### config.mk
export PLATFORM = sky130hd
export DESIGN_NAME = alu_arbiter_flat
export DESIGN_NICKNAME = d
export VERILOG_FILES = /design/src/rtl/alu_pkg.sv /design/src/rtl/alu_arbiter_if.sv /design/src/rtl/alu.sv /design/src/rtl/alu_arbiter.sv /design/src/flat_wrapper.sv
export SDC_FILE = /design/constraint.sdc
export NUM_CORES = 1
export LEC_CHECK = 0
export ABC_AREA = 0
export ABC_CLOCK_PERIOD_IN_PS = 18100
export BUFFER_PORTS_ARGS = -buffer_cell sky130_fd_sc_hd__buf_2
export CAP_MARGIN = 25
export CORE_ASPECT_RATIO = 1.75
export CORE_MARGIN = 5
export CORE_UTILIZATION = 57
export DETAILED_ROUTE_END_ITERATION = 6
export PLACE_DENSITY = 0.88
export SLEW_MARGIN = 20
export SYNTH_ARGS = -nofsm -noshare
export SYNTH_HDL_FRONTEND = slang
export SYNTH_HIERARCHICAL = 1
export SYNTH_SLANG_ARGS = --single-unit
### constraint.sdc
create_clock -name clk -period 18.1 [get_ports clk]
set_clock_uncertainty 0.05 [all_clocks]
set_input_delay 0.905 -clock clk [delete_from_list [all_inputs] [get_ports clk]]
set_output_delay 0.905 -clock clk [all_outputs]
set_load 0.05 [all_outputs]
### src/rtl/alu_pkg.sv
// Shared definitions for the two-requester ALU arbiter: op codes, FSM
// encoding, requester-id width and the leading-zero helper.
package alu_pkg;
  localparam int NUM_REQ = 2;
  localparam int ID_W    = 1;
  localparam int OP_W    = 5;
  localparam int DATA_W  = 32;

  typedef logic [ID_W-1:0] req_id_t;
  typedef logic [OP_W-1:0] op_t;

  localparam op_t OP_AND  = 5'd0;
  localparam op_t OP_OR   = 5'd1;
  localparam op_t OP_ADD  = 5'd2;
  localparam op_t OP_SUB  = 5'd6;
  localparam op_t OP_SLTU = 5'd7;
  localparam op_t OP_NOR  = 5'd8;
  localparam op_t OP_XOR  = 5'd9;
  localparam op_t OP_CLO  = 5'd10;
  localparam op_t OP_CLZ  = 5'd11;

  typedef enum logic [1:0] {
    ST_IDLE = 2'd0,
    ST_EXEC = 2'd1,
    ST_RESP = 2'd2
  } state_t;

  typedef struct packed {
    op_t               op;
    logic [DATA_W-1:0] a;
    logic [DATA_W-1:0] b;
  } alu_req_t;

  // Leading-zero count, 0..32; leading ones are counted on the inverted word.
  function automatic logic [5:0] clz32(input logic [DATA_W-1:0] x);
    logic [5:0] n;
    logic       hit;
    n   = '0;
    hit = 1'b0;
    for (int i = DATA_W-1; i >= 0; i--) begin
      if (x[i])      hit = 1'b1;
      else if (!hit) n   = n + 6'd1;
    end
    return n;
  endfunction
endpackage

### src/rtl/alu_arbiter_if.sv
// Request/response bundle between two ALU clients and the arbiter.
interface alu_arbiter_if;
  import alu_pkg::*;

  logic              req0_valid, req1_valid;
  logic              req0_ready, req1_ready;
  op_t               req0_op,    req1_op;
  logic [DATA_W-1:0] req0_a,     req0_b;
  logic [DATA_W-1:0] req1_a,     req1_b;
  logic              rsp0_valid, rsp1_valid;
  logic              rsp0_ready, rsp1_ready;
  logic [DATA_W-1:0] rsp_result;
  logic              rsp_zero;
  logic              rsp_err;
  logic              busy;

  modport slave (
    input  req0_valid, req1_valid, req0_op, req1_op,
           req0_a, req0_b, req1_a, req1_b, rsp0_ready, rsp1_ready,
    output req0_ready, req1_ready, rsp0_valid, rsp1_valid,
           rsp_result, rsp_zero, rsp_err, busy
  );

  modport master (
    output req0_valid, req1_valid, req0_op, req1_op,
           req0_a, req0_b, req1_a, req1_b, rsp0_ready, rsp1_ready,
    input  req0_ready, req1_ready, rsp0_valid, rsp1_valid,
           rsp_result, rsp_zero, rsp_err, busy
  );
endinterface

### src/rtl/alu.sv
// Purely combinational ALU; unsupported op codes give result 0 with o_err set.
module alu
  import alu_pkg::*;
(
  input  op_t               i_op,
  input  logic [DATA_W-1:0] i_a,
  input  logic [DATA_W-1:0] i_b,
  output logic [DATA_W-1:0] o_result,
  output logic              o_err
);

  always_comb begin
    o_result = '0;
    o_err    = 1'b0;
    case (i_op)
      OP_AND:  o_result = i_a & i_b;
      OP_OR:   o_result = i_a | i_b;
      OP_ADD:  o_result = i_a + i_b;
      OP_SUB:  o_result = i_a - i_b;
      OP_SLTU: o_result = {{(DATA_W-1){1'b0}}, (i_a < i_b)};
      OP_NOR:  o_result = ~(i_a | i_b);
      OP_XOR:  o_result = i_a ^ i_b;
      OP_CLO:  o_result = {{(DATA_W-6){1'b0}}, clz32(~i_b)};
      OP_CLZ:  o_result = {{(DATA_W-6){1'b0}}, clz32(i_b)};
      default: o_err    = 1'b1;
    endcase
  end

endmodule

### src/rtl/alu_arbiter.sv
// Two-requester front end for a single ALU: one transaction in flight,
// IDLE -> EXEC -> RESP, round-robin or fixed-priority grant.
module alu_arbiter
  import alu_pkg::*;
#(
  parameter bit RR_EN = 1'b1
) (
  input  logic          clk,
  input  logic          rst_n,
  alu_arbiter_if.slave  bus
);

  logic     [NUM_REQ-1:0] w_vld;
  logic     [NUM_REQ-1:0] w_rsp_rdy;
  logic     [NUM_REQ-1:0] w_gnt;
  alu_req_t [NUM_REQ-1:0] w_req;
  req_id_t                w_gnt_id;

  logic [DATA_W-1:0] w_alu_res;
  logic              w_alu_err;

  state_t               r_state;
  alu_req_t             r_req;
  req_id_t              r_id;
  req_id_t              r_ptr;
  logic [NUM_REQ-1:0]   r_rsp_vld;
  logic [DATA_W-1:0]    r_result;
  logic                 r_zero;
  logic                 r_err;
  logic                 r_busy;

  assign w_vld     = {bus.req1_valid, bus.req0_valid};
  assign w_rsp_rdy = {bus.rsp1_ready, bus.rsp0_ready};
  assign w_req[0]  = {bus.req0_op, bus.req0_a, bus.req0_b};
  assign w_req[1]  = {bus.req1_op, bus.req1_a, bus.req1_b};

  // r_ptr names the requester favoured on a tie; it flips away from whoever was last served.
  always_comb begin
    w_gnt_id = '0;
    if (&w_vld)        w_gnt_id = RR_EN ? r_ptr : req_id_t'(0);
    else if (w_vld[1]) w_gnt_id = req_id_t'(1);
    w_gnt = '0;
    if (rst_n && (r_state == ST_IDLE) && (|w_vld))
      w_gnt[w_gnt_id] = 1'b1;
  end

  alu u_alu (
    .i_op     (r_req.op),
    .i_a      (r_req.a),
    .i_b      (r_req.b),
    .o_result (w_alu_res),
    .o_err    (w_alu_err)
  );

  always_ff @(posedge clk or negedge rst_n) begin
    if (!rst_n) begin
      r_state   <= ST_IDLE;
      r_req     <= '0;
      r_id      <= '0;
      r_ptr     <= '0;
      r_rsp_vld <= '0;
      r_result  <= '0;
      r_zero    <= 1'b0;
      r_err     <= 1'b0;
      r_busy    <= 1'b0;
    end else begin
      case (r_state)
        ST_IDLE: begin
          if (|w_vld) begin
            r_req   <= w_req[w_gnt_id];
            r_id    <= w_gnt_id;
            r_state <= ST_EXEC;
            r_busy  <= 1'b1;
          end
        end
        ST_EXEC: begin
          r_result        <= w_alu_res;
          r_zero          <= (w_alu_res == '0);
          r_err           <= w_alu_err;
          r_rsp_vld[r_id] <= 1'b1;
          r_state         <= ST_RESP;
        end
        ST_RESP: begin
          if (w_rsp_rdy[r_id]) begin
            r_rsp_vld <= '0;
            r_ptr     <= ~r_id;
            r_state   <= ST_IDLE;
            r_busy    <= 1'b0;
          end
        end
        default: begin
          r_rsp_vld <= '0;
          r_state   <= ST_IDLE;
          r_busy    <= 1'b0;
        end
      endcase
    end
  end

  assign bus.req0_ready = w_gnt[0];
  assign bus.req1_ready = w_gnt[1];
  assign bus.rsp0_valid = r_rsp_vld[0];
  assign bus.rsp1_valid = r_rsp_vld[1];
  assign bus.rsp_result = r_result;
  assign bus.rsp_zero   = r_zero;
  assign bus.rsp_err    = r_err;
  assign bus.busy       = r_busy;

endmodule

### src/flat_wrapper.sv
// flat-port wrapper written by rule: the top's interface ports become plain ports
module alu_arbiter_flat import alu_pkg::*;
#(
  parameter bit RR_EN = 1'b1
)
  (clk, rst_n, bus_req0_valid, bus_req1_valid, bus_req0_op, bus_req1_op, bus_req0_a, bus_req0_b, bus_req1_a, bus_req1_b, bus_rsp0_ready, bus_rsp1_ready, bus_req0_ready, bus_req1_ready, bus_rsp0_valid, bus_rsp1_valid, bus_rsp_result, bus_rsp_zero, bus_rsp_err, bus_busy);
  alu_arbiter_if bus_i ();
  input  logic clk;
  input  logic rst_n;
  input wire logic [$bits(bus_i.req0_valid)-1:0] bus_req0_valid;
  input wire logic [$bits(bus_i.req1_valid)-1:0] bus_req1_valid;
  input wire logic [$bits(bus_i.req0_op)-1:0] bus_req0_op;
  input wire logic [$bits(bus_i.req1_op)-1:0] bus_req1_op;
  input wire logic [$bits(bus_i.req0_a)-1:0] bus_req0_a;
  input wire logic [$bits(bus_i.req0_b)-1:0] bus_req0_b;
  input wire logic [$bits(bus_i.req1_a)-1:0] bus_req1_a;
  input wire logic [$bits(bus_i.req1_b)-1:0] bus_req1_b;
  input wire logic [$bits(bus_i.rsp0_ready)-1:0] bus_rsp0_ready;
  input wire logic [$bits(bus_i.rsp1_ready)-1:0] bus_rsp1_ready;
  output wire logic [$bits(bus_i.req0_ready)-1:0] bus_req0_ready;
  output wire logic [$bits(bus_i.req1_ready)-1:0] bus_req1_ready;
  output wire logic [$bits(bus_i.rsp0_valid)-1:0] bus_rsp0_valid;
  output wire logic [$bits(bus_i.rsp1_valid)-1:0] bus_rsp1_valid;
  output wire logic [$bits(bus_i.rsp_result)-1:0] bus_rsp_result;
  output wire logic [$bits(bus_i.rsp_zero)-1:0] bus_rsp_zero;
  output wire logic [$bits(bus_i.rsp_err)-1:0] bus_rsp_err;
  output wire logic [$bits(bus_i.busy)-1:0] bus_busy;
  assign bus_i.req0_valid = bus_req0_valid;
  assign bus_i.req1_valid = bus_req1_valid;
  assign bus_i.req0_op = bus_req0_op;
  assign bus_i.req1_op = bus_req1_op;
  assign bus_i.req0_a = bus_req0_a;
  assign bus_i.req0_b = bus_req0_b;
  assign bus_i.req1_a = bus_req1_a;
  assign bus_i.req1_b = bus_req1_b;
  assign bus_i.rsp0_ready = bus_rsp0_ready;
  assign bus_i.rsp1_ready = bus_rsp1_ready;
  assign bus_req0_ready = bus_i.req0_ready;
  assign bus_req1_ready = bus_i.req1_ready;
  assign bus_rsp0_valid = bus_i.rsp0_valid;
  assign bus_rsp1_valid = bus_i.rsp1_valid;
  assign bus_rsp_result = bus_i.rsp_result;
  assign bus_rsp_zero = bus_i.rsp_zero;
  assign bus_rsp_err = bus_i.rsp_err;
  assign bus_busy = bus_i.busy;
  alu_arbiter #(.RR_EN(RR_EN)) u_core (.clk(clk), .rst_n(rst_n), .bus(bus_i));
endmodule
Word-level counts from Yosys, hierarchy flattened. Index checks and enable logic that the tools add are counted.

Add/subtract/negate cells: 64. Magnitude comparators: 5. Equality and inequality tests: 12. Mux-type cells: 332. Bitwise gates (word level): 9. Reductions and logical operators: 15.

Operators by type and width (number): 6-bit two-way mux (186); 6-bit by 1-bit adder with 6-bit output (second input constant) (62); 32-bit case mux with 9 select lines (1); 69-bit two-way mux (2); 1-bit two-way mux (135); 32-bit inverter (2); 32-bit adder (1); 32-bit bitwise AND (1); 32-bit zero test (1); 32-bit < comparator (1); 32-bit OR (1); 32-bit subtractor (1); 32-bit bitwise XOR (1); 5-bit by 4-bit equality test with 1-bit output (second input constant) (4); 2-bit case mux with 3 select lines (2); 5-bit by 3-bit equality test with 1-bit output (second input constant) (2); 2-bit AND reduction (5); 9-bit OR reduction (1); 2-bit two-way mux (3); 5-bit by 1-bit equality test with 1-bit output (second input constant) (1); 5-bit by 2-bit equality test with 1-bit output (second input constant) (1); 5-bit zero test (1); 1-bit logical AND (4); 1-bit by 2-bit < comparator with 1-bit output (second input constant) (2); 12 further kinds (16).

Bits in registers: 110. Input port bits: 144. Output and inout bits: 39. Logic and storage cells: 448.

Depth between registers and ports, before layout. Gate-level depths: netlist (run 1).

Depth after elaboration: 128. Mapped depth: 107. Depth with buffers taken out: 105.

By module. The synthesis (run 1) kept the hierarchy.

By module, submodules not included: alu (times used 1, cells each 1810, area each 12229.2 µm²); alu_arbiter (times used 1, cells each 512, area each 5333.9 µm²).

Worst setup path after synthesis (run 1). No wires, ideal clock.

Path kind: flip-flop to flip-flop. Start: reg u_core/r_req[31] (netlist name). End: reg u_core.r_zero, in the netlist u_core/bus.rsp_zero. Library setup time: 0.095 ns. Arrival: 15.602 ns. Slack: 2.353 ns. Cell stages (with the launch flop): 105. Buffers on the path: 2. Period minus slack after synthesis: 15.747 ns. Path through: dfrtp_1 -> buf_2 -> nor2_1 -> ha_1 -> nand3b_1 -> o31a_1 -> clkbuf_1 -> inv_1 -> ha_1 -> nand2b_1 -> a21boi_1 -> nand2_1 -> a21o_1 -> ha_1 -> nor2_1 -> a211o_1 -> o211ai_1 -> o21ai_0 -> [... 69 more ...] -> ha_1 -> nand2_1 -> nand2_1 -> ha_1 -> nand2_1 -> xor2_1 -> nor2_1 -> xnor2_1 -> nand3_1 -> nor2_1 -> nand2_2 -> xnor2_2 -> xnor2_1 -> a21oi_1 -> o21ai_1 -> nor4_1 -> nand4_1 -> o31ai_1.

Cells in the longest elaborated chain, start to end: 128. Elaborated cells between the ends (all ways): 384. Those cells by class: add/sub (64); order compare (1); mux (313); bitwise (5); reduce/logical (1).

Ends and longest elaborated chain: from (decl) (line alu_arbiter.sv:23) `alu_req_t r_req;`; from (signal assigned) (line alu_arbiter.sv:70) `r_req <= w_req[w_gnt_id];`; 32-bit inverter (line alu.sv:23) `OP_CLO: o_result = {{(DATA_W-6){1'b0}}, clz32(~i_b)};`; 1-bit two-way mux (line alu_pkg.sv:41) `if (x[i]) hit = 1'b1;`; 6-bit two-way mux (line alu.sv:15) `case (i_op)`; 6-bit by 1-bit adder with 6-bit output (line alu_pkg.sv:42) `else if (!hit) n = n + 6'd1;`; 6-bit two-way mux (line alu_pkg.sv:42); 6-bit two-way mux (line alu_pkg.sv:41); 6-bit two-way mux (line alu.sv:15); 6-bit by 1-bit adder with 6-bit output (line alu_pkg.sv:42); [... 113 more ...]; 6-bit two-way mux (line alu_pkg.sv:41); 6-bit two-way mux (line alu.sv:15); 6-bit by 1-bit adder with 6-bit output (line alu_pkg.sv:42); 6-bit two-way mux (line alu_pkg.sv:42); 6-bit two-way mux (line alu_pkg.sv:41); 32-bit case mux with 9 select lines * (line alu.sv:15); named net u_core.w_alu_res[5] (line alu_arbiter.sv:19) `logic [DATA_W-1:0] w_alu_res;`; 32-bit zero test * (line alu_arbiter.sv:78) `r_zero <= (w_alu_res == '0);`; to (signal assigned) (line alu_arbiter.sv:78); to (decl) (line alu_arbiter.sv:28) `logic r_zero;`.

The timed path passes the listed nets; every way through them passes the cells marked *. The select of a mux whose other input is x is not followed. A chain may end at the register's enable or synchronous reset.

Final worst setup path (run 1). Ends and elaborated chain as after synthesis.

==> impl_metrics.json, run 1 <==
{
  "holdCritStartpoint": "u_core/bus.busy",
  "p_leak_nw": 8.27,
  "dp_worst_setup_slack_ns": 0.458,
  "setup_slack_ns": 0.859,
  "avgRoutedWirePerCell_um": 21.6,
  "die_y_um": 242,
  "drc": 0,
  "seq_area_mm2": 0.00276,
  "yosys_register_bits": 110,
  "yosys_warnings": 6,
  "multiInputGateArea_mm2": 0.0138,
  "clk_pin_slew_ns": 0.10,
  "htree_levels": 3,
  "antenna_cells": 0,
  "power.density_mw_per_mm2": 199,
  "critPathRequiredTime_ns": 18.35,
  "grt-ovfl-total": 0,
  "start_util_pct": 57.3,
  "grt_pass1_vias": 18324,
  "synthDistinctLibCells": 111,
  "worst_setup_path_end_kind": "flip-flop",
  "dr.pass1.iters": 6,
  "clockBufferDepth": 2,
  "antenna_found_initial": 0,
  "synthTopCellsByArea": "dfrtp_1 (16%), ha_1 (11%), a21oi_1 (6.1%)",
  "drive_gt1_share_pct": 14.9,
  "place.gp.congestion": 0.984,
  "synth_edf_count": 0,
  "path_common_cell": "ha_1",
  "synthTopCellsByCount": "a21oi_1 (213), nand2_1 (194), o21ai_0 (187)",
  "instances_no_fill": 2801,
  "dieArea_mm2": 0.0346,
  "peakVddDrop_uv": 165,
  "nFillCells": 2707,
  "synth.most_common_cell": "a21oi_1",
  "synth-seq-area-share_pct": 15.7,
  "syn_inst": 2322,
  "dp_hpwl_mm": 45.5,
  "cts_sinks": 110,
  "relSlewSlack_pct": 36.8,
  "die_w_um": 143,
  "vias": 19036,
  "core_area_mm2": 0.0306,
  "grt_usage_pct": 33.1,
  "ant_nets": 0,
  "setup_violations": 0,
  "root_buffer": "clkbuf_16",
  "start_kind": "flip-flop",
  "synth_top_area_share_pct": 15.7,
  "avgSynthCellArea_um2": 7.56,
  "crit_start": "u_core/r_req[31]",
  "io_buffers": 182,
  "worstSetupPathType": "reg2reg",
  "critical_path.max_stage_delay_ns": 0.55,
  "ys.flop_type": "dfrtp_1",
  "period_needed_ns": 17.24,
  "outcome": "complete, no violations",
  "hold_class": "reg2reg",
  "slew_viol_final": 0,
  "cts_hold_buf": 0,
  "worstPathMaxFanout": 16,
  "post-route-period-util_pct": 95.3,
  "postSynth.asyncResetShare_pct": 100,
  "finalHoldViolCount": 0,
  "synth_top_area_cell": "dfrtp_1",
  "syn-cell-area_mm2": 0.0176,
  "numCtsBuffers": 9,
  "max_freq_mhz": 58.0,
  "grt_pass1_wl_mm": 93.0,
  "drv_cap": 0,
  "nNetsFinal": 2705,
  "tightest_slew_ns": 0.940,
  "syn_to_final_growth_pct": 8.02,
  "clk_latency_ns": 0.39,
  "cp.arrival_ns": 17.50,
  "avgViaCountPerCell": 6.80,
  "cpMaxStageDelayCell": "dfrtp_2",
  "io_pins": 183,
  "cts_tree": "yes",
  "placementRows": 85,
  "drt_iter0_drc": 1781,
  "dp_cells": 2770,
  "reg2reg_setup_slack_ns": 0.86,
  "synth_nets": 2622,
  "grt_max_degree": 140,
  "routed_wirelength_mm": 60.5,
  "r2r-start": "u_core/r_req[31]"
}
-- power breakdown --
part	internal, mW	switching (mW)	leakage [nW]	total, mW
sequential	0.348	0.257	1.31	0.605
combinational	1.14	1.82	6.82	2.95
clock	0.0979	0.112	0.143	0.210
-- state kept, by name, summed over array words and instances (netlist names) --
name / flops
u_core/bus.busy: 1
u_core/bus.rsp_err: 1
u_core/bus.rsp_result: 32
u_core/bus.rsp_zero: 1
u_core/r_id: 1
u_core/r_ptr: 1
u_core/r_req: 69
u_core/r_rsp_vld: 2
u_core/r_state: 2
-- final cells by class --
cell class / instances / share of cell area, %
clock buffers: 10 / 1.21
flip-flops and latches: 110 / 14.5
inverters: 124 / 2.47
multi-input cells: 1941 / 72.5
well taps: 391 / 2.58
clock inverters: 6 / 0.330
repair buffers: 219 / 6.38
-- what timing repair did --
action,CTS,global route
setup buffers,0,14
endpoints found under the setup margin,0,6
resized for setup,0,18
-- worst paths after layout --
kind	endpoint	cells after the start
hold / removal	u_core/bus.busy	1
max in group asynchronous	u_core/r_req[64]	2
setup / recovery	u_core/bus.rsp_zero	84
min in group asynchronous	u_core/r_req[55]	1
setup reg to reg	u_core/bus.rsp_zero	84
hold reg to reg	u_core/bus.busy	1
-- through the flow --
stage | TNS [ns] | hold WS, ns | utilization, % | instance area, µm² | power [mW]
3_3_place_gp | 0 | 0.415 | 60.3 | 18500 | 3.32
5_1_grt | -0.172 | 0.460 | 61.9 | 19000 | 4.04
6_report | 0 | 0.442 | 61.9 | 19000 | 3.77
2_1_floorplan | 0 | 0.435 | - | 17600 | 2.71
4_1_cts | 0 | 0.448 | 61.3 | 18800 | 3.64
3_5_place_dp | 0 | 0.429 | 60.3 | 18500 | 3.41
-- routing by layer --
metal | vias up | wire (µm) | global-route usage, %
li1 | 8694 | - | -
met1 | 8963 | 20900 | 34.7
met2 | 1047 | 30300 | 58.5
met3 | 332 | 3750 | 3.73
met4 | 0 | 5510 | 26.3
met5 | - | 0 | 0
-- placed cells by master, fill, tap and decap left out, drive strengths merged, types with 14 or more instances in the layout --
cell	instances
nand2b	24
a21oi	215
nand3b	77
xnor3	15
nand4	23
o221ai	26
o21bai	18
ha	154
mux2	43
a211oi	26
o21ai	201
a221oi	14
nor3	62
mux2i	45
nor4	41
and2	22
or3	18
buf	219
nand2	198
xnor2	104
nor2	160
a22oi	26
xor2	46
and3	20
nor2b	24
a31oi	83
nand3	39
dfrtp	110
inv	123
a21o	32
-- worst max-delay path, delay by kind of cell, from the launching register on --
kind / cells / cell delay, ns
AO/OA/AOI/OAI: 30 / 5.90
XOR/XNOR: 2 / 0.42
adder cells (fa/ha/maj): 16 / 4.67
buffers and inverters: 2 / 0.27
flip-flops: 1 / 0.55
multiplexers: 11 / 2.00
AND/OR/NAND/NOR: 23 / 3.27
-- cells by family after synthesis --
group	share of synthesized area (%)
mux	5.41
flops	15.7
simple gates	22.5
buf+inv	6.58
fa+ha+maj	11.3
xor+xnor	10.9
compound gates	27.6
Power figures use the tool's default switching activity.
==> run 2, diff against run 1 <==
Settings changed: CORE_MARGIN 5 to default.
==> run 2 against run 1 <==
Net effect:
- count of clock-buffer cells in the layout unchanged
- clock power decreased by 2%
- sequential power decreased by 0.8%
- critical endpoint unchanged
==> impl_metrics.json, run 2 (synthesis results as in run 1) <==
{
  "finalCoreUtilization_pct": 63.0,
  "drive_gt1_share_pct": 15.4,
  "grt-ovfl-total": 0,
  "seq_area_mm2": 0.00276,
  "crit_start": "u_core/r_req[31]",
  "worstPathMaxFanout": 10,
  "largest_register_ffs": 69,
  "timing.hold.ws_ns": 0.442,
  "globalRouteMet2Util_pct": 68.9,
  "numCtsBuffers": 9,
  "dieArea_mm2": 0.0315,
  "grt_max_degree": 140,
  "p_leak_nw": 8.26,
  "max_freq_mhz": 58.2,
  "nFillCells": 2581,
  "multiInputGateArea_mm2": 0.0138,
  "cts_tree": "yes",
  "avgViaCountPerCell": 6.83,
  "drt_iter0_drc": 1784,
  "outcome": "complete, no violations",
  "worst_setup_path_end_kind": "flip-flop",
  "grt_pass1_vias": 18083,
  "worstSetupPathType": "reg2reg",
  "root_buffer": "clkbuf_16",
  "start_util_pct": 58.2,
  "dp_hpwl_mm": 44.7,
  "core_area_mm2": 0.0302,
  "finalHoldViolCount": 0,
  "r2r-start": "u_core/r_req[31]",
  "io_buffers": 182,
  "drc": 0,
  "io_pins": 183,
  "critPathRequiredTime_ns": 18.34,
  "power.density_mw_per_mm2": 199,
  "start_kind": "flip-flop",
  "cts_sinks": 110,
  "clockBufferDepth": 2,
  "die_w_um": 135,
  "nNetsFinal": 2704,
  "vias": 19134,
  "place.gp.congestion": 0.985,
  "most-common-layout-cells": "a21oi_1 (209), nand2_1 (194), buf_2 (182)",
  "grt_pass1_wl_mm": 93.3,
  "grt.met3_usage_pct": 4.58,
  "tightest_slew_ns": 1.12,
  "period_needed_ns": 17.18,
  "clk_pin_slew_ns": 0.08,
  "path_common_cell": "ha_1",
  "die_y_um": 234,
  "mostFrequentLayoutCell": "a21oi_1",
  "drv_cap": 0,
  "antenna_found_initial": 4,
  "htree_levels": 3,
  "grt_usage_pct": 37.6,
  "peakVddDrop_uv": 174,
  "post-route-period-util_pct": 94.9,
  "clk_latency_ns": 0.38,
  "placementRows": 84,
  "setup_violations": 0,
  "relSlewSlack_pct": 25.2,
  "busiest_layer": "met2",
  "hold_class": "reg2reg",
  "finalSetupTns_ns": 0,
  "slew_viol_final": 0,
  "avgRoutedWirePerCell_um": 21.5,
  "cts_hold_buf": 0,
  "cp.arrival_ns": 17.42,
  "routed_wirelength_mm": 60.1,
  "gr-usage-met1_pct": 39.3,
  "holdCritStartpoint": "u_core/bus.busy",
  "cpMaxStageDelayCell": "a2111oi_0",
  "critical_path.max_stage_delay_ns": 0.51,
  "syn_to_final_growth_pct": 8.21,
  "ant_nets": 0,
  "largest-register": "u_core/r_req",
  "dr.pass1.iters": 6
}
-- run 2: cell count changes in the layout (fill, tap and decap cells not counted), sizes merged --
cell / before / now
buf: 219 / 218
clkinv: 7 / 6
inv: 123 / 124
diode: 0 / 4
-- run 2: layout make-up --
type	instances	share of cell area, %
tap	387	2.55
inverter	124	2.46
clock buffer	10	1.20
sequential	110	14.5
clock inverter	6	0.342
antenna	4	0.0527
multi-input combinational	1941	72.6
timing repair buffer	218	6.32
-- run 2: path summary, 6_finish.rpt --
check	to	slack, ns	cells past startpoint
worst min register to register	u_core/bus.busy	0.44	1
min in group asynchronous	u_core/r_req[26]	0.52	1
max in group asynchronous	u_core/r_req[64]	16.16	2
worst min-delay path	u_core/bus.busy	0.44	1
worst max-delay path	u_core/bus.rsp_zero	0.92	84
worst max register to register	u_core/bus.rsp_zero	0.92	84
-- run 2: layer usage --
layer,wire length (µm),up-vias
met2,30600,1038
met4,4660,0
li1,-,8684
met5,0,-
met1,20700,9105
met3,4150,307
-- run 2: critical path: cells and delay by family, from the launching register on --
| family | cells | cell delay, ns |
|---|---|---|
| compound gates | 29 | 5.69 |
| fa+ha+maj | 16 | 4.88 |
| simple gates | 21 | 3.03 |
| mux | 12 | 1.97 |
| buf+inv | 4 | 0.52 |
| flops | 1 | 0.48 |
| xor+xnor | 2 | 0.44 |
-- run 2: report_power, final --
group          internal (mW)  switching [mW]  total (mW)
Clock                 0.0980           0.107       0.205
Sequential             0.348           0.252       0.600
Combinational           1.14            1.84        2.98
Total                   1.59            2.20        3.78
-- run 2: metrics by stage --
step	instance area (µm²)	power [mW]	setup slack (ns)	instances
finish	19000	3.78	0.921	2800
CTS	18800	3.63	0.106	2780
global placement	18500	3.31	0.934	2764
global route	19000	4.06	-0.118	2800
detailed placement	18500	3.40	0.0574	2764
floorplan	17600	2.71	2.35	2322
-- run 2: timing repair --
item / CTS / global route
endpoints found under the hold margin: 0 / 0
endpoints found under the setup margin: 1 / 6
pin swaps: 0 / 4
buffers inserted: 0 / 14
gates resized for setup: 1 / 29
